==> src/rtl/hex_display_pkg.sv <==
// Shared constants for the multiplexed hex display: segment table, blank pattern
// and the parameter legality check used by hex_display_mux.
package hex_display_pkg;

  // Active-high {g,f,e,d,c,b,a}; entry n is the glyph for nibble n.
  localparam logic [15:0][6:0] SEG_HEX = {
    7'h71, 7'h79, 7'h5E, 7'h39, 7'h7C, 7'h77, 7'h6F, 7'h7F,
    7'h07, 7'h7D, 7'h6D, 7'h66, 7'h4F, 7'h5B, 7'h06, 7'h3F
  };

  localparam logic [6:0] SEG_OFF = 7'h00;

  function automatic bit params_ok(input int digits, input int scan_div, input int guard);
    return (digits >= 1) && (digits <= 8) && (scan_div >= 2) &&
           (guard >= 0) && (scan_div > guard);
  endfunction

endpackage

==> src/rtl/hex_seg_encode.sv <==
// Combinational nibble-to-7-segment encoder (active-high, gfedcba) with blanking.
module hex_seg_encode
  import hex_display_pkg::*;
(
  input  logic [3:0] i_nibble,
  input  logic       i_blank,
  output logic [6:0] o_seg
);

  assign o_seg = i_blank ? SEG_OFF : SEG_HEX[i_nibble];

endmodule

==> src/rtl/hex_display_mux.sv <==
// Time-multiplexed DIGITS-digit hex display driver with frame-aligned word updates.
// Build option: define HEX_DISPLAY_LZB_EN to enable leading-zero blanking.
module hex_display_mux
  import hex_display_pkg::*;
#(
  parameter int DIGITS         = 4,
  parameter int SCAN_DIV       = 50000,
  parameter int GUARD          = 2,
  parameter int SEG_ACTIVE_LOW = 1,
  parameter int AN_ACTIVE_LOW  = 1
) (
  input  logic                  clk,
  input  logic                  rst,
  input  logic                  load_valid,
  output logic                  load_ready,
  input  logic [4*DIGITS-1:0]   load_data,
  input  logic [DIGITS-1:0]     load_dp,
  input  logic [DIGITS-1:0]     load_blank,
  output logic [6:0]            seg_out,
  output logic                  dp_out,
  output logic [DIGITS-1:0]     an_out,
  output logic                  frame_done
);

  if (!params_ok(DIGITS, SCAN_DIV, GUARD)) begin : g_bad_params
    $error("hex_display_mux: illegal DIGITS/SCAN_DIV/GUARD combination");
  end

  localparam int IDX_W   = (DIGITS > 1) ? $clog2(DIGITS) : 1;
  localparam int CNT_W   = $clog2(SCAN_DIV);
  localparam bit SEG_INV = (SEG_ACTIVE_LOW != 0);
  localparam bit AN_INV  = (AN_ACTIVE_LOW != 0);

  logic [CNT_W-1:0]    r_div_cnt;
  logic [IDX_W-1:0]    r_digit_idx;
  logic [4*DIGITS-1:0] r_disp_data, r_pend_data;
  logic [DIGITS-1:0]   r_disp_dp, r_pend_dp;
  logic [DIGITS-1:0]   r_disp_blank, r_pend_blank;
  logic                r_pend_valid;
  logic [6:0]          r_seg;
  logic                r_dp;
  logic [DIGITS-1:0]   r_an;

  logic                w_slot_end, w_boundary, w_accept;
  logic [3:0]          w_nibble;
  logic                w_dp_sel, w_blank_sel;
  logic [DIGITS-1:0]   w_lzb, w_blank_all, w_an_sel;
  logic [6:0]          w_seg;

  assign w_slot_end = (r_div_cnt == CNT_W'(SCAN_DIV - 1));
  assign w_boundary = w_slot_end && (r_digit_idx == IDX_W'(DIGITS - 1));
  assign load_ready = !r_pend_valid && !rst;
  assign w_accept   = load_valid && load_ready;

  always_ff @(posedge clk) begin
    if (rst) begin
      r_div_cnt   <= '0;
      r_digit_idx <= '0;
    end else if (w_slot_end) begin
      r_div_cnt   <= '0;
      r_digit_idx <= (r_digit_idx == IDX_W'(DIGITS - 1)) ? '0 : r_digit_idx + 1'b1;
    end else begin
      r_div_cnt   <= r_div_cnt + 1'b1;
    end
  end

  // The swap only happens with pending full, when load_ready is low, so the
  // capture below can never collide with it in the same cycle.
  always_ff @(posedge clk) begin
    if (rst) begin
      r_disp_data  <= '0;
      r_disp_dp    <= '0;
      r_disp_blank <= '0;
      r_pend_data  <= '0;
      r_pend_dp    <= '0;
      r_pend_blank <= '0;
      r_pend_valid <= 1'b0;
    end else begin
      if (w_boundary && r_pend_valid) begin
        r_disp_data  <= r_pend_data;
        r_disp_dp    <= r_pend_dp;
        r_disp_blank <= r_pend_blank;
        r_pend_valid <= 1'b0;
      end
      if (w_accept) begin
        r_pend_data  <= load_data;
        r_pend_dp    <= load_dp;
        r_pend_blank <= load_blank;
        r_pend_valid <= 1'b1;
      end
    end
  end

`ifdef HEX_DISPLAY_LZB_EN
  always_comb begin
    logic leading;
    w_lzb   = '0;
    leading = 1'b1;
    for (int d = DIGITS - 1; d >= 1; d--) begin
      leading  = leading && (r_disp_data[4*d +: 4] == 4'h0);
      w_lzb[d] = leading;
    end
  end
`else
  assign w_lzb = '0;
`endif

  assign w_blank_all = r_disp_blank | w_lzb;

  // NOTE: every always_comb output gets a default first so no latch is inferred.
  always_comb begin
    w_nibble    = '0;
    w_dp_sel    = 1'b0;
    w_blank_sel = 1'b0;
    for (int d = 0; d < DIGITS; d++) begin
      if (r_digit_idx == IDX_W'(d)) begin
        w_nibble    = r_disp_data[4*d +: 4];
        w_dp_sel    = r_disp_dp[d];
        w_blank_sel = w_blank_all[d];
      end
    end
  end

  hex_seg_encode u_seg_encode (
    .i_nibble (w_nibble),
    .i_blank  (w_blank_sel),
    .o_seg    (w_seg)
  );

  assign w_an_sel = (r_div_cnt >= CNT_W'(GUARD)) ? (DIGITS'(1) << r_digit_idx) : '0;

  always_ff @(posedge clk) begin
    if (rst) begin
      r_seg <= SEG_OFF ^ {7{SEG_INV}};
      r_dp  <= SEG_INV;
      r_an  <= {DIGITS{AN_INV}};
    end else begin
      r_seg <= w_seg ^ {7{SEG_INV}};
      r_dp  <= w_dp_sel ^ SEG_INV;
      r_an  <= w_an_sel ^ {DIGITS{AN_INV}};
    end
  end

  assign seg_out    = r_seg;
  assign dp_out     = r_dp;
  assign an_out     = r_an;
  assign frame_done = w_boundary;

endmodule

==> config.mk <==
export PLATFORM = sky130hd
export DESIGN_NAME = hex_display_mux
export DESIGN_NICKNAME = d
export VERILOG_FILES = /design/src/rtl/hex_display_pkg.sv /design/src/rtl/hex_seg_encode.sv /design/src/rtl/hex_display_mux.sv
export SDC_FILE = /design/constraint.sdc
export NUM_CORES = 1
export LEC_CHECK = 0
export ABC_AREA = 1
export CAP_MARGIN = 10
export CORE_MARGIN = 1.5
export CORE_UTILIZATION = 45
export DETAILED_ROUTE_END_ITERATION = 7
export PLACE_DENSITY_LB_ADDON = 0.12
export SYNTH_ARGS = -nofsm -noshare
export SYNTH_HDL_FRONTEND = slang
export SYNTH_SLANG_ARGS = --single-unit
==> constraint.sdc <==
create_clock -name clk -period 6.6 [get_ports clk]
set_input_delay 1.32 -clock clk [delete_from_list [all_inputs] [get_ports clk]]
set_output_delay 1.32 -clock clk [all_outputs]
set_load 0.1 [all_outputs]
==> flow_metrics.py <==
metrics = {
    "run_status": {
        "status": "finished clean",
    },
    "synthesis": {
        "syn_area_um2": 3580,
        "synth-edff-count": 0,
        "syn_inst": 502,
        "ys_seq_area_share_pct": 44.2,
        "synth.ff_latch_count": 79,
        "synth_area_per_cell_um2": 7.13,
        "synth_top_family_by_area": "simple AND/OR/NAND/NOR gates",
        "synth_cell_types": 33,
        "synthMuxAreaShare_pct": 0,
        "synth_compound_area_share_pct": 12.2,
        "synth-xor-area-share_pct": 0.734,
        "yosys.area_share.adder_pct": 4.19,
        "syn_nets": 541,
        "yosysWarnings": 0,
        "ys.flop_type": "dfxtp_1",
        "synth_simple_gate_area_share_pct": 28.3,
        "synthArstFlopShare_pct": 0,
    },
    "power": {
        "power_density_nw_per_um2": 219,
        "power_leakage_nw": 1.76,
        "power_switching_share_pct": 24.8,
        "ir_drop_mv": 0.0934,
        "sequentialPowerShare_pct": 54.0,
        "pwr-share-clk_pct": 37.9,
        "finalPower_mw": 0.924,
        "p_sw_mw": 0.229,
        "combPwrFrac_pct": 8.2,
        "p_int_mw": 0.695,
    },
    "cells_and_area": {
        "utilization_pct": 54.6,
        "syn2layout_area_growth_pct": 17.8,
        "fillers": 773,
        "final_nets": 574,
        "regArea_um2": 1580,
        "stdcell_count": 642,
        "antennaDiodeCount": 0,
        "multi_input_area_um2": 1630,
        "fin_area_um2": 4220,
        "final_layout_size_suffix_gt1_share_pct": 6.30,
    },
    "setup_path": {
        "crit_arrival_ns": 3.01,
        "required_ns": 5.28,
        "crit_type": "input port to output port",
        "cp_max_fo": 3,
        "critPathLaunch": "rst",
        "reg2reg_from": "r_digit_idx[1]",
        "cp-end-kind": "output port",
        "critPathLaunchType": "input port",
    },
    "clock_tree": {
        "clk_pin_slew_ns": 0.08,
        "clk_path_buf_depth": 2,
        "clkLatencyLatePin_ns": 0.35,
        "cts_resized": 0,
        "holdBufCountCts": 0,
        "cts_root_buf": "clkbuf_8",
        "cts_tree": "done",
        "post_cts_buffers": 0,
        "htree_num_levels": 3,
        "cts_buffers": 9,
        "clkSinkCount": 79,
    },
    "sta": {
        "post-route-min-period_ns": 4.33,
        "slew_violations": 0,
        "rsz0062_at_grt": "no",
        "finalSetupTns_ns": 0,
        "worst_slew_margin_rel_pct": 35.0,
        "worst_slew_pin_slew_ns": 0.972,
        "fin_skew_ns": 0.0113,
        "finalCritPeriodShare_pct": 65.7,
        "timing.hold.ws_ns": 0.466,
        "setup_ws_ns": 2.27,
        "finalHoldViolCount": 0,
        "max_freq_ghz": 0.231,
        "setup_violations": 0,
    },
    "floorplan": {
        "rows": 32,
        "ios": 41,
        "die_w_um": 92.2,
        "initial_core_util_pct": 46.3,
        "die_y_um": 92.2,
        "die_area_um2": 8500,
        "placeableCoreArea_um2": 7730,
    },
    "global_routing": {
        "busiest_layer": "met2",
        "grt_max_degree": 59,
        "gr-usage-all-layers_pct": 17.7,
        "met1_usage_pct": 22.8,
        "gr-usage-met3_pct": 3.40,
        "grt_pass1_wl_um": 12000,
        "overflow": 0,
        "antenna_found_initial": 0,
        "first_global_vias": 2763,
        "met2_usage_pct": 27.8,
    },
    "placed_design": {
        "placed_cell_area_um2": 4030,
        "place_inst": 626,
        "dp_hpwl_um": 4510,
        "port_buffers": 40,
        "preCtsSetupSlack_ns": 2.25,
        "place.gp.congestion": 0.837,
    },
    "routing": {
        "wl_per_cell_um": 10.4,
        "drc": 0,
        "wl_um": 6660,
        "drt_iter0_drc": 110,
        "route.vias.total": 2959,
        "first_pass_iters": 4,
        "vias_per_cell": 4.61,
        "final_antenna_net_count": 0,
    },
    "flow_run": {
        "cap_viol_max_count": 0,
    },
    "min_path": {
        "worstHoldStart": "r_div_cnt[0]",
        "hold_class": "flop to flop",
    },
}
state kept, by name, summed over array words and instances (netlist names):
register	count
r_disp_data	16
r_div_cnt	16
r_pend_data	16
seg_out	7
an_out	4
r_disp_blank	4
r_disp_dp	4
r_pend_blank	4
r_pend_dp	4
r_digit_idx	2
dp_out	1
r_pend_valid	1
kinds of logic (layout without fill, tap and decap cells):
kind of cell    count (synthesis)  after routing
simple gates                  232            232
buf+inv                        92            130
compound gates                 84             84
flops                          79             79
fa+ha+maj                      12             12
xor+xnor                        3              3
synth_stat cells, types with 2 or more instances:
library cell  number  area share (%)
dfxtp_1           79              44
nor2_1            45             4.7
ha_1              12             4.2
nand3b_1           3            0.63
or2_2              3            0.52
buf_6              2            0.63
o211ai_1           2            0.42
clkbuf_1          11             1.2
o21ai_0           48             6.7
nand4_1            6             1.0
o21ai_1            5            0.70
nor3_1             4            0.56
nor3b_1            2            0.42
buf_2              6            0.84
nand2_2            7             1.2
inv_1             69             7.2
nand2_1          132              14
nor4_1             2            0.35
a21oi_1           25             3.5
xor2_1             2            0.49
nand3_1           23             3.2
inv_2              3            0.31
path summary, 6_finish.rpt:
path / end / slack [ns] / depth (start not counted)
max: load_ready / 2.27 / 3
min: r_div_cnt[0] / 0.47 / 1
max reg2reg: seg_out[3] / 4.17 / 11
min reg2reg: r_div_cnt[0] / 0.47 / 1
power groups by stage:
stage / Sequential [mW] / Combinational (mW) / Clock [mW]
2_1_floorplan: 0.528 / 0.0299 / 0
3_3_place_gp: 0.510 / 0.0751 / 0
3_5_place_dp: 0.510 / 0.0761 / 0
4_1_cts: 0.499 / 0.0762 / 0.363
5_1_grt: 0.501 / 0.0837 / 0.382
6_report: 0.499 / 0.0754 / 0.350
critical path, stage by stage:
cell and delay (ns):
clkdlybuf4s50_1 0.45, nor2_1 0.10, clkdlybuf4s50_1 1.14
placed cells by master, fill, tap and decap left out, types with 4 or more instances in the layout:
master | synthesis | routed
nand2_1 | 132 | 132
dfxtp_1 | 79 | 79
inv_1 | 69 | 69
o21ai_0 | 48 | 48
nor2_1 | 45 | 45
clkdlybuf4s50_1 | 0 | 40
a21oi_1 | 25 | 25
nand3_1 | 23 | 23
ha_1 | 12 | 12
clkbuf_8 | 0 | 9
nand2_2 | 7 | 7
nand4_1 | 6 | 6
o21ai_1 | 5 | 5
nor3_1 | 4 | 4
area by class of cell:
type                            instances  share of cell area (%)
Clock buffer                           11                    3.11
Inverter                               72                    6.41
Clock inverter                          5                    1.39
Sequential cell                        79                    37.5
Tap cell                              102                    3.03
Timing Repair Buffer                   42                    9.85
Multi-Input combinational cell        331                    38.7
routing by layer:
| layer | up-vias | routed length (um) | part of all wire, % |
|---|---|---|---|
| li1 | 1634 | - | - |
| met1 | 1274 | 3390 | 51 |
| met4 | 0 | 89 | 1.3 |
| met5 | - | 0 | 0 |
| met3 | 7 | 249 | 3.7 |
| met2 | 44 | 2940 | 44 |
Note: power is estimated with default switching activity, not from simulation.
